[src/rtl/vga_scan_pkg.sv]
// Shared VGA timing defaults, widths and types for the raster generator and colour lookup.
package vga_scan_pkg;

    localparam int unsigned CNT_W   = 10;
    localparam int unsigned POS_X_W = 10;
    localparam int unsigned POS_Y_W = 9;
    localparam int unsigned COLOR_W = 16;

    // 640x480@60 Hz with a 100 MHz system clock
    localparam int unsigned DEF_CLK_DIV   = 4;
    localparam int unsigned DEF_COLOR_LAT = 2;
    localparam int unsigned DEF_H_ACTIVE  = 640;
    localparam int unsigned DEF_H_FP      = 16;
    localparam int unsigned DEF_H_SYNC    = 96;
    localparam int unsigned DEF_H_BP      = 48;
    localparam int unsigned DEF_V_ACTIVE  = 480;
    localparam int unsigned DEF_V_FP      = 10;
    localparam int unsigned DEF_V_SYNC    = 2;
    localparam int unsigned DEF_V_BP      = 33;

    typedef struct packed {
        logic [3:0] r;
        logic [3:0] g;
        logic [3:0] b;
    } rgb_t;

    function automatic logic in_window(logic [CNT_W-1:0] val, logic [CNT_W-1:0] lo,
                                       logic [CNT_W-1:0] hi);
        return (val >= lo) && (val <= hi);
    endfunction

endpackage

[src/rtl/vga_scan_if.sv]
// Raster-side bundle: scan coordinates out to the colour lookup, colour back, VGA pins out.
interface vga_scan_if;
    import vga_scan_pkg::*;

    logic [POS_X_W-1:0] posX;
    logic [POS_Y_W-1:0] posY;
    logic [COLOR_W-1:0] icolor;
    logic               pix_tick;
    logic               frame_start;
    logic [3:0]         r;
    logic [3:0]         g;
    logic [3:0]         b;
    logic               hs;
    logic               vs;

    modport master (
        output posX, posY, pix_tick, frame_start, r, g, b, hs, vs,
        input  icolor
    );

    modport slave (
        input  posX, posY, pix_tick, frame_start, r, g, b, hs, vs,
        output icolor
    );

endinterface

[src/rtl/vga_pix_tick.sv]
// Pixel-rate divider: pulses pix_tick in the last system clock of every pixel period.
module vga_pix_tick #(
    parameter int unsigned CLK_DIV = 4
) (
    input  logic clk,
    input  logic rst_n,
    output logic pix_tick
);

    localparam int unsigned DivW = (CLK_DIV > 1) ? $clog2(CLK_DIV) : 1;
    localparam logic [DivW-1:0] DivLast = DivW'(CLK_DIV - 1);

    logic [DivW-1:0] div_q;
    logic [DivW-1:0] div_d;

    always_comb begin
        div_d = (div_q == DivLast) ? '0 : div_q + 1'b1;
    end

    always_ff @(posedge clk or negedge rst_n) begin
        if (!rst_n) begin
            div_q <= '0;
        end else begin
            div_q <= div_d;
        end
    end

    assign pix_tick = (div_q == DivLast);

endmodule

[src/rtl/vga_scan.sv]
// VGA raster generator: h/v counters, scan coordinates for the colour lookup,
// and registered rgb/hs/vs that all show the pixel of the previous pixel period.
module vga_scan
    import vga_scan_pkg::*;
#(
    parameter int unsigned CLK_DIV   = DEF_CLK_DIV,
    parameter int unsigned COLOR_LAT = DEF_COLOR_LAT,
    parameter int unsigned H_ACTIVE  = DEF_H_ACTIVE,
    parameter int unsigned H_FP      = DEF_H_FP,
    parameter int unsigned H_SYNC    = DEF_H_SYNC,
    parameter int unsigned H_BP      = DEF_H_BP,
    parameter int unsigned V_ACTIVE  = DEF_V_ACTIVE,
    parameter int unsigned V_FP      = DEF_V_FP,
    parameter int unsigned V_SYNC    = DEF_V_SYNC,
    parameter int unsigned V_BP      = DEF_V_BP
) (
    input logic        clk,
    input logic        rst_n,
    vga_scan_if.master bus
);

    localparam logic [CNT_W-1:0] HActive = CNT_W'(H_ACTIVE);
    localparam logic [CNT_W-1:0] HLast   = CNT_W'(H_ACTIVE + H_FP + H_SYNC + H_BP - 1);
    localparam logic [CNT_W-1:0] HsStart = CNT_W'(H_ACTIVE + H_FP);
    localparam logic [CNT_W-1:0] HsEnd   = CNT_W'(H_ACTIVE + H_FP + H_SYNC - 1);
    localparam logic [CNT_W-1:0] VActive = CNT_W'(V_ACTIVE);
    localparam logic [CNT_W-1:0] VLast   = CNT_W'(V_ACTIVE + V_FP + V_SYNC + V_BP - 1);
    localparam logic [CNT_W-1:0] VsStart = CNT_W'(V_ACTIVE + V_FP);
    localparam logic [CNT_W-1:0] VsEnd   = CNT_W'(V_ACTIVE + V_FP + V_SYNC - 1);

    if (CLK_DIV < 2) begin : g_bad_div
        $error("vga_scan: CLK_DIV must be at least 2");
    end
    if (COLOR_LAT + 1 > CLK_DIV) begin : g_bad_lat
        $error("vga_scan: COLOR_LAT must not exceed CLK_DIV-1");
    end

    logic                tick;
    logic [CNT_W-1:0]    h_q, h_d;
    logic [CNT_W-1:0]    v_q, v_d;
    logic                h_wrap, v_wrap;
    logic                active;
    logic                hs_d, vs_d;
    logic [POS_X_W-1:0]  pos_x_q, pos_x_d;
    logic [POS_Y_W-1:0]  pos_y_q, pos_y_d;
    rgb_t                rgb_q, rgb_d;
    logic                hs_q, vs_q;
    logic                frame_start_q;
    logic                unused_icolor;

    vga_pix_tick #(
        .CLK_DIV(CLK_DIV)
    ) u_pix_tick (
        .clk     (clk),
        .rst_n   (rst_n),
        .pix_tick(tick)
    );

    assign unused_icolor = ^bus.icolor[COLOR_W-1:12];

    always_comb begin
        h_wrap = (h_q == HLast);
        v_wrap = (v_q == VLast);
        h_d    = h_wrap ? '0 : h_q + 1'b1;
        v_d    = v_q;
        if (h_wrap) begin
            v_d = v_wrap ? '0 : v_q + 1'b1;
        end
        pos_x_d = (h_d < HActive) ? h_d : '0;
        pos_y_d = (v_d < VActive) ? v_d[POS_Y_W-1:0] : '0;

        // Decoded from the current pixel; the output register supplies the one-pixel delay
        // that lines rgb and syncs up with the pixel whose colour arrives now.
        active = (h_q < HActive) && (v_q < VActive);
        hs_d   = ~in_window(h_q, HsStart, HsEnd);
        vs_d   = ~in_window(v_q, VsStart, VsEnd);
        rgb_d  = active ? rgb_t'(bus.icolor[11:0]) : '0;
    end

    always_ff @(posedge clk or negedge rst_n) begin
        if (!rst_n) begin
            h_q           <= '0;
            v_q           <= '0;
            pos_x_q       <= '0;
            pos_y_q       <= '0;
            rgb_q         <= '0;
            hs_q          <= 1'b1;
            vs_q          <= 1'b1;
            frame_start_q <= 1'b0;
        end else begin
            frame_start_q <= tick & h_wrap & v_wrap;
            if (tick) begin
                h_q     <= h_d;
                v_q     <= v_d;
                pos_x_q <= pos_x_d;
                pos_y_q <= pos_y_d;
                rgb_q   <= rgb_d;
                hs_q    <= hs_d;
                vs_q    <= vs_d;
            end
        end
    end

    assign bus.pix_tick    = tick;
    assign bus.frame_start = frame_start_q;
    assign bus.posX        = pos_x_q;
    assign bus.posY        = pos_y_q;
    assign bus.r           = rgb_q.r;
    assign bus.g           = rgb_q.g;
    assign bus.b           = rgb_q.b;
    assign bus.hs          = hs_q;
    assign bus.vs          = vs_q;

endmodule
[src/flat_wrapper.sv]
// flat-port wrapper written by rule: the top's interface ports become plain ports
module vga_scan_flat import vga_scan_pkg::*;
#(
    parameter int unsigned CLK_DIV   = DEF_CLK_DIV,
    parameter int unsigned COLOR_LAT = DEF_COLOR_LAT,
    parameter int unsigned H_ACTIVE  = DEF_H_ACTIVE,
    parameter int unsigned H_FP      = DEF_H_FP,
    parameter int unsigned H_SYNC    = DEF_H_SYNC,
    parameter int unsigned H_BP      = DEF_H_BP,
    parameter int unsigned V_ACTIVE  = DEF_V_ACTIVE,
    parameter int unsigned V_FP      = DEF_V_FP,
    parameter int unsigned V_SYNC    = DEF_V_SYNC,
    parameter int unsigned V_BP      = DEF_V_BP
)
  (clk, rst_n, bus_posX, bus_posY, bus_pix_tick, bus_frame_start, bus_r, bus_g, bus_b, bus_hs, bus_vs, bus_icolor);
  vga_scan_if bus_i ();
  input logic clk;
  input logic rst_n;
  output wire logic [$bits(bus_i.posX)-1:0] bus_posX;
  output wire logic [$bits(bus_i.posY)-1:0] bus_posY;
  output wire logic [$bits(bus_i.pix_tick)-1:0] bus_pix_tick;
  output wire logic [$bits(bus_i.frame_start)-1:0] bus_frame_start;
  output wire logic [$bits(bus_i.r)-1:0] bus_r;
  output wire logic [$bits(bus_i.g)-1:0] bus_g;
  output wire logic [$bits(bus_i.b)-1:0] bus_b;
  output wire logic [$bits(bus_i.hs)-1:0] bus_hs;
  output wire logic [$bits(bus_i.vs)-1:0] bus_vs;
  input wire logic [$bits(bus_i.icolor)-1:0] bus_icolor;
  assign bus_posX = bus_i.posX;
  assign bus_posY = bus_i.posY;
  assign bus_pix_tick = bus_i.pix_tick;
  assign bus_frame_start = bus_i.frame_start;
  assign bus_r = bus_i.r;
  assign bus_g = bus_i.g;
  assign bus_b = bus_i.b;
  assign bus_hs = bus_i.hs;
  assign bus_vs = bus_i.vs;
  assign bus_i.icolor = bus_icolor;
  vga_scan #(.CLK_DIV(CLK_DIV), .COLOR_LAT(COLOR_LAT), .H_ACTIVE(H_ACTIVE), .H_FP(H_FP), .H_SYNC(H_SYNC), .H_BP(H_BP), .V_ACTIVE(V_ACTIVE), .V_FP(V_FP), .V_SYNC(V_SYNC), .V_BP(V_BP)) u_core (.clk(clk), .rst_n(rst_n), .bus(bus_i));
endmodule
[config.mk]
export PLATFORM = sky130hd
export DESIGN_NAME = vga_scan_flat
export DESIGN_NICKNAME = d
export VERILOG_FILES = /design/src/rtl/vga_scan_pkg.sv /design/src/rtl/vga_scan_if.sv /design/src/rtl/vga_pix_tick.sv /design/src/rtl/vga_scan.sv /design/src/flat_wrapper.sv
export SDC_FILE = /design/constraint.sdc
export NUM_CORES = 1
export LEC_CHECK = 0
export BUFFER_PORTS_ARGS = -buffer_cell sky130_fd_sc_hd__buf_2
export CAP_MARGIN = 30
export CORE_ASPECT_RATIO = 1.4
export CORE_MARGIN = 2
export CORE_UTILIZATION = 40
export DETAILED_ROUTE_END_ITERATION = 6
export SYNTH_ARGS = -nofsm -noshare
export SYNTH_HDL_FRONTEND = slang
export SYNTH_SLANG_ARGS = --single-unit
[constraint.sdc]
create_clock -name clk -period 2.92 [get_ports clk]
set_clock_uncertainty 0.05 [all_clocks]
set_input_delay 0.292 -clock clk [delete_from_list [all_inputs] [get_ports clk]]
set_output_delay 0.292 -clock clk [all_outputs]
set_load 0.05 [all_outputs]
==> results of run 1 <==
## power by group
group	internal (mW)	switching [mW]	total, mW
Clock	0.217	0.245	0.462
Sequential	0.783	0.00461	0.788
Combinational	0.0205	0.0535	0.0740
Total	1.02	0.303	1.32
## kinds of logic (layout without fill, tap and decap cells)
| kind of cell | after synthesis | after routing | share of synthesized area |
|---|---|---|---|
| AND/OR/NAND/NOR | 100 | 100 | 0.1887 |
| AO/OA/AOI/OAI | 71 | 71 | 0.1806 |
| flip-flops | 56 | 56 | 0.4791 |
| buffers and inverters | 42 | 80 | 0.05849 |
| XOR/XNOR | 18 | 18 | 0.05380 |
| adder cells (fa/ha/maj) | 6 | 6 | 0.02562 |
| multiplexers | 4 | 4 | 0.01366 |
## cell usage in the layout, fill, tap and decap left out, types with 2 or more instances in the layout
cell	count
sky130_fd_sc_hd__and4_1	2
sky130_fd_sc_hd__and2_1	4
sky130_fd_sc_hd__a22o_1	15
sky130_fd_sc_hd__nor3_1	7
sky130_fd_sc_hd__nor4b_1	2
sky130_fd_sc_hd__o22ai_1	4
sky130_fd_sc_hd__xor2_1	5
sky130_fd_sc_hd__dfstp_2	2
sky130_fd_sc_hd__nand2_1	28
sky130_fd_sc_hd__xnor2_1	13
sky130_fd_sc_hd__inv_1	18
sky130_fd_sc_hd__ha_1	6
sky130_fd_sc_hd__o32ai_1	9
sky130_fd_sc_hd__a21o_1	3
sky130_fd_sc_hd__nand3_1	9
sky130_fd_sc_hd__nor2_1	23
sky130_fd_sc_hd__o21ai_0	15
sky130_fd_sc_hd__a21oi_1	7
sky130_fd_sc_hd__o2bb2ai_1	5
sky130_fd_sc_hd__buf_2	48
sky130_fd_sc_hd__buf_4	6
sky130_fd_sc_hd__clkbuf_8	7
sky130_fd_sc_hd__nor4_1	3
sky130_fd_sc_hd__o41ai_1	4
sky130_fd_sc_hd__mux2i_1	4
sky130_fd_sc_hd__dfrtp_1	54
sky130_fd_sc_hd__and3_1	3
sky130_fd_sc_hd__nand4_1	5
## worst reg2reg max path, cell delays in order (launching register included)
cell and delay, ps:
sky130_fd_sc_hd__dfrtp_1 420, sky130_fd_sc_hd__ha_1 270, sky130_fd_sc_hd__and4_1 400, sky130_fd_sc_hd__nand4_4 220
sky130_fd_sc_hd__nor3_4 290, sky130_fd_sc_hd__mux2i_1 540, sky130_fd_sc_hd__o32ai_1 170
## per-stage QoR
stage	cell area [um2]	instances	setup slack, ps	hold slack [ps]
floorplan	2930	297	877.9	-53.59
global placement	3231	422	466.8	363.7
detailed placement	3231	422	383.3	369.0
CTS	3331	430	375.4	82.09
global route	3331	430	155.7	129.9
finish	3331	430	413.6	49.26
## routing by layer
layer | GRT usage | part of all wire | routed length [um]
met5 | 0 | 0 | 0
met4 | 0.08052 | 0.021 | 139
met3 | 0.03082 | 0.032 | 208
met2 | 0.2908 | 0.52 | 3407
met1 | 0.2186 | 0.43 | 2826
## layout make-up
type / instances / area [um2]
clock buffer: 8 / 100.1
fill: 702 / 3696
inverter: 18 / 67.56
multi-input combinational: 199 / 1355
sequential: 56 / 1404
tap: 95 / 118.9
timing repair buffer: 54 / 285.3
## state kept, by name, indices dropped and copies added (netlist names)
register	cells
u_core.u_pix_tick.div_q	2
u_core.bus.posX	10
u_core.bus.frame_start	1
u_core.bus.hs	1
u_core.bus.vs	1
u_core.bus.b	4
u_core.bus.r	4
u_core.bus.posY	9
u_core.bus.g	4
u_core.h_q	10
u_core.v_q	10
## how the worst max path moves through the flow
| stage | start | to | slack [ps] | cells past startpoint |
|---|---|---|---|---|
| finish | u_core.h_q[0] | u_core.bus.posY[4] | 410 | 6 |
| global route | u_core.h_q[0] | u_core.bus.posY[3] | 160 | 6 |
| CTS | u_core.h_q[0] | u_core.bus.posY[4] | 380 | 6 |
| detailed placement | u_core.h_q[0] | u_core.bus.posY[4] | 380 | 6 |
| global placement | u_core.h_q[0] | u_core.bus.posY[1] | 470 | 6 |
| floorplan | u_core.h_q[0] | u_core.bus.posY[0] | 880 | 7 |
==> impl_results.md, run 1 <==
* Sequence of cells on the critical path: ha_1 -> and4_1 -> nand4_4 -> nor3_4 -> mux2i_1 -> o32ai_1
* Worst-path fanout max at 8
* Actual slew at the worst max-slew pin at about 910 ps
* Count of final max-slew check failures at 0
* Clk Tree Root Cell: sky130_fd_sc_hd__clkbuf_8
* Asr flop ratio synth at 1.000
* Endpoint kind of the worst setup timing path: flip-flop
* ANT nets after route at 0
* Effective utilization at floorplan at 0.4170
* Placeable core region at about 0.0070 mm2
* Sum Neg Setup Slack at 0 ps
* WL per Instance at 15.30 um
* Die extent in y at 105.3 um
* Wire length of the first global-routing pass at between 10000 and 15000 um
* Post-synthesis cell area at a little under 0.003 mm2
* Number of buffers inserted to repair setup after CTS at 0
* Minimum clock period after layout at ~2500 ps
* Count of instances resized after the clock tree is built at 0
* Number of enable flip-flop cells after synthesis at 0
* Synthesized area divided by synthesized cell count at 9.866 um2
* Critical path arrival at 2620 ps
* Type of element launching the critical path: flip-flop
* Worst reg2reg endpoint: u_core.bus.posY[4]
* Via count normalized by instance count at ~5.5
* Most frequently used cell type in the post-synthesis netlist: sky130_fd_sc_hd__dfrtp_1
* Final core occ at 0.4740
* Total number of clock tree sinks at 56
* Register-to-register setup slack at between 400 and 500 ps
* Port Buffer Count at between 40 and 50
* Worst hold path type: in -> async
* Share of the yosys chip area belonging to registers at 0.4791
* Worst slew margin at 0.3925
* Mapped Nets at between 300 and 400
* Number of synthesis warnings at 0
* Most frequent cells after synthesis: sky130_fd_sc_hd__dfrtp_1, sky130_fd_sc_hd__nand2_1, sky130_fd_sc_hd__nor2_1, sky130_fd_sc_hd__inv_1
* Worst-case vdd ir drop at between 0.3 and 0.4 mV
* CTS H-tree depth at 2
* Share of the clock period used by the worst path after layout at 0.8583
* Number of flip-flops and latches in the synthesized netlist at 56
* Overall Global Routing Usage at 0.1739
* Final routed DRC violation total at 0
* Fraction of final layout cells with drive strength greater than 1 at 0.2119
* Overall power after layout at 1.324 mW
* TritonCTS Buffers at 5
* Clock latency reported for the late side of the worst-skew pair at ~310 ps
* Maximum clock insertion buffer count at 2
* Reg2Reg Launch Point: u_core.h_q[0]
* Count of mapped cells out of synthesis at about 300
* Largest net degree at the start of global routing at 46
* TritonRoute pass-1 iters at 4
* Number of placement rows at 36
* Total inserted antenna cells at 0
* TritonCTS clock tree: yes
* Post-DP HPWL at 4521 um
* Startpoint-to-endpoint class of the critical path: reg -> reg
* Library cell with the largest summed area after synthesis: sky130_fd_sc_hd__dfrtp_1
* Gr ovfl total at 0
* Longest individual stage delay on the worst path at approximately 540 ps
* Maximum capacitance violations at 0
* Net count, final at roughly 360
* Number of hold violations in the final report at 0
* Final RePlAce weighted congestion at 0.7819
* Via total after detailed routing at approximately 2.3k
* Number of buffers and inverters on the critical path at 0
* Family of cells with the greatest summed delay on the critical path: simple AND/OR/NAND/NOR gates
* Cell with the largest stage delay on the worst path: sky130_fd_sc_hd__mux2i_1
* Reg2Reg Depth at 6
* Clock slew at reported path FFs at roughly 100 ps
* Number of I/O pins at between 50 and 60
* Required time worst endpoint at just over 3000 ps
* Via count of the first global-routing pass at 2320
* Die span in x at about 76 um
* Highest clock frequency the design can meet at 399.0 MHz
* Most area-consuming cells after synthesis: sky130_fd_sc_hd__dfrtp_1, sky130_fd_sc_hd__a22o_1, sky130_fd_sc_hd__xnor2_1
* Leading register cell type out of synthesis: sky130_fd_sc_hd__dfrtp_1
* Cts-stage hold buffer count at 0
* Synth-to-layout area growth at 13.66%
* Distinct cell type count after synthesis at between 50 and 60
* Setup violators final at 0
* Static leakage power at 1.448 nW
* Share of the synthesized area in the top cell type at 0.4611
* Unrepaired setup endpoints after global routing: no
* Power per cell area at just under 400 mW/mm2
* Die Outline Area at roughly 0.0080 mm2
* Outcome: finished clean
* First-iteration detailed-routing DRC count at about 160
* Number of antenna violations at the first check in global routing at 0
* Routed wire length at between 6000 and 7000 um
(Power assumes the default switching activity.)
==> run 2, diff against run 1 <==
==> constraint.sdc (replaced) <==
create_clock -name clk -period 2.5 [get_ports clk]
set_clock_uncertainty 0.05 [all_clocks]
set_input_delay 0.25 -clock clk [delete_from_list [all_inputs] [get_ports clk]]
set_output_delay 0.25 -clock clk [all_outputs]
set_load 0.05 [all_outputs]
==> run 2 against run 1 <==
Against the previous run:
- first-iteration DRC count fell by 2.5%
- sequential share of layout area is 2.0 points lower
- clock-buffer cell count is 3 lower
- non-clock buffer count is 12 higher
- critical path depth rose by 2
- maximum frequency grew 12%
- sequential cell count did not move
==> impl_results.md, run 2 (same netlist as run 1, synthesis figures left out) <==
* Detailed route wirelength on metal3 at 165 um (-21%)
* Met1 wire length at 2809 um (-0.60%)
* Startpoint-to-endpoint class of the critical path: reg -> reg
* Top Layer Used: met4
* Cts-stage hold buffer count at 1 (+1)
* Instance count after placement with tap cells included at 433 (+2.6%)
* Net switching share of the total power at 0.2028 (-0.02619)
* TritonRoute pass-1 iters at 5 (+1)
* Clock slew at reported path FFs at 100 ps (about the same)
* Share of the clock period used by the worst path after layout at 0.8917 (+0.03336)
* Die span in x at 76.34 um (unchanged)
* Unrepaired setup endpoints after global routing: no
* Maximum capacitance violations at 0 (unchanged)
* Internal power at 1.442 mW (+41%)
* Number of hold violations in the final report at 0 (unchanged)
* Type of element launching the critical path: flip-flop
* Actual slew at the worst max-slew pin at 650.2 ps (-261.1 ps)
* Outcome: finished clean
* Worst slew margin at 0.5665 (+0.1740)
* Post-route non-filler standard cell count at 442 (+2.8%)
* Commonest cells after routing, fill and taps aside: sky130_fd_sc_hd__dfrtp_1, sky130_fd_sc_hd__buf_2, sky130_fd_sc_hd__nand2_1
* Power share of the sequential group at 0.509 (-0.086)
* Final RePlAce weighted congestion at 0.8014 (+2.5%)
* Most common cell after layout, fill and taps aside: sky130_fd_sc_hd__dfrtp_1
* Number of placement rows at 36 (unchanged)
* Gr ovfl total at 0 (unchanged)
* TritonCTS Buffers at 5 (unchanged)
* Number of buffers inserted to repair setup after CTS at 0 (unchanged)
* Clock Power Share at 0.442 (+0.093)
* Wire length of the first global-routing pass at 11120 um (-2.4%)
* Worst-case vdd ir drop at 0.3978 mV (+12%)
* WL per Instance at 14.62 um (-4.5%)
* Fraction of final layout cells with drive strength greater than 1 at 0.2392 (+0.02725)
* Via count of the first global-routing pass at 2368 (+2.1%)
* Largest net degree at the start of global routing at 32 (-30%)
* Number of I/O pins at 53 (unchanged)
* Overall power after layout at 1.808 mW (+37%)
* Count of final max-slew check failures at 0 (unchanged)
* Number of antenna violations at the first check in global routing at 0 (unchanged)
* Final routed DRC violation total at 0 (unchanged)
* Total length of routed met2 wires at 3364 um (-1.3%)
* Net count, final at 370 (+3.4%)
* Switching power summed over all nets at 0.3668 mW (+21%)
* Critical path arrival at 2400 ps (-220 ps)
* Synth-to-layout area growth at 19.26%
* Routed wire length at 6463 um (-1.8%)
* Clk Tree Root Cell: sky130_fd_sc_hd__clkbuf_8
* Required time worst endpoint at 2670 ps (-360 ps)
* Count of instances resized after the clock tree is built at 0 (unchanged)
* Die extent in y at 105.3 um (unchanged)
* Setup violators final at 0 (unchanged)
* Combinational cell fraction of total power at 0.049 (-0.007)
* Port Buffer Count at 48 (unchanged)
* Die Outline Area at 0.008036 mm2 (unchanged)
* TritonCTS clock tree: yes
* Clock latency reported for the late side of the worst-skew pair at 310 ps (about the same)
* Total inserted antenna cells at 0 (unchanged)
* Minimum clock period after layout at 2229 ps (-277.1 ps)
* Register-to-register setup slack at 270 ps (-140 ps)
* CTS H-tree depth at 2 (unchanged)
* Post-DP HPWL at 4567 um (+1.0%)
* Power per cell area at 517.5 mW/mm2 (+30%)
* Worst hold path type: in -> reg
* Via count normalized by instance count at 5.337 (-2.2%)
* Static leakage power at 1.539 nW (+6.3%)
* Effective utilization at floorplan at 0.4170 (unchanged)
* Total number of clock tree sinks at 56 (unchanged)
* Overall Global Routing Usage at 0.1712 (-0.002691)
* First-iteration detailed-routing DRC count at 154 (-2.5%)
* Highest clock frequency the design can meet at 448.6 MHz (+12%)
* Via total after detailed routing at 2359 (+0.55%)
* Maximum clock insertion buffer count at 2 (unchanged)
* Worst-path fanout max at 7 (-1)
* Endpoint kind of the worst setup timing path: flip-flop
* Sum Neg Setup Slack at 0 ps (unchanged)
* ANT nets after route at 0 (unchanged)
* Placeable core region at 0.007027 mm2 (unchanged)
## run 2: through the flow
step                      hold slack, ps  area [um2]  worst slack [ps]  utilization
after floorplan                   -95.59        2930             457.9            -
after global placement             255.4        3326             310.2       0.4733
after detailed placement           261.3        3326             260.2       0.4733
after CTS                          79.01        3495             235.4       0.4973
after global routing               80.64        3495             110.4       0.4973
final                              91.64        3495             270.7       0.4973
## run 2: path summary, 6_finish.rpt
check                                                 from                    endpoint  cells past startpoint
max in group asynchronous                            rst_n               u_core.bus.vs                      3
worst min register to register  u_core.u_pix_tick.div_q[0]  u_core.u_pix_tick.div_q[0]                      1
min in group asynchronous                            rst_n               u_core.h_q[0]                      2
worst max register to register               u_core.h_q[0]          u_core.bus.posX[5]                      8
worst max-delay path                         u_core.h_q[0]          u_core.bus.posX[5]                      8
worst min-delay path                        bus_icolor[10]             u_core.bus.r[2]                      2
## run 2: metal layers
| layer | GRT usage | vias up |
|---|---|---|
| li1 | - | 1160 |
| met1 | 0.2008 | 1156 |
| met2 | 0.3034 | 34 |
| met3 | 0.03425 | 9 |
| met4 | 0.07143 | 0 |
| met5 | 0 | - |
## run 2: critical path, stage by stage, from the launching register on
cell                       delay [ps]
sky130_fd_sc_hd__dfrtp_1          430
sky130_fd_sc_hd__ha_1             220
sky130_fd_sc_hd__and4_1           280
sky130_fd_sc_hd__buf_4            170
sky130_fd_sc_hd__a22o_1           220
sky130_fd_sc_hd__o22ai_1          180
sky130_fd_sc_hd__o311ai_2         130
sky130_fd_sc_hd__buf_4            190
sky130_fd_sc_hd__o32ai_1          260
## run 2: area by class of cell
| cell class | instances | area (um2) |
|---|---|---|
| multi-input combinational | 199 | 1355 |
| sequential | 56 | 1404 |
| tap | 95 | 118.9 |
| fill | 695 | 3532 |
| inverter | 18 | 67.56 |
| clock buffer | 5 | 68.82 |
| clock inverter | 3 | 90.09 |
| timing repair buffer | 66 | 390.4 |
## run 2: power groups by stage
stage	clock network, mW	logic [mW]	registers (mW)
after floorplan	0	0.00948	0.974
after global routing	0.857	0.0955	0.922
final	0.799	0.0886	0.920
after detailed placement	0	0.0899	0.938
after global placement	0	0.0889	0.938
after CTS	0.822	0.0909	0.920
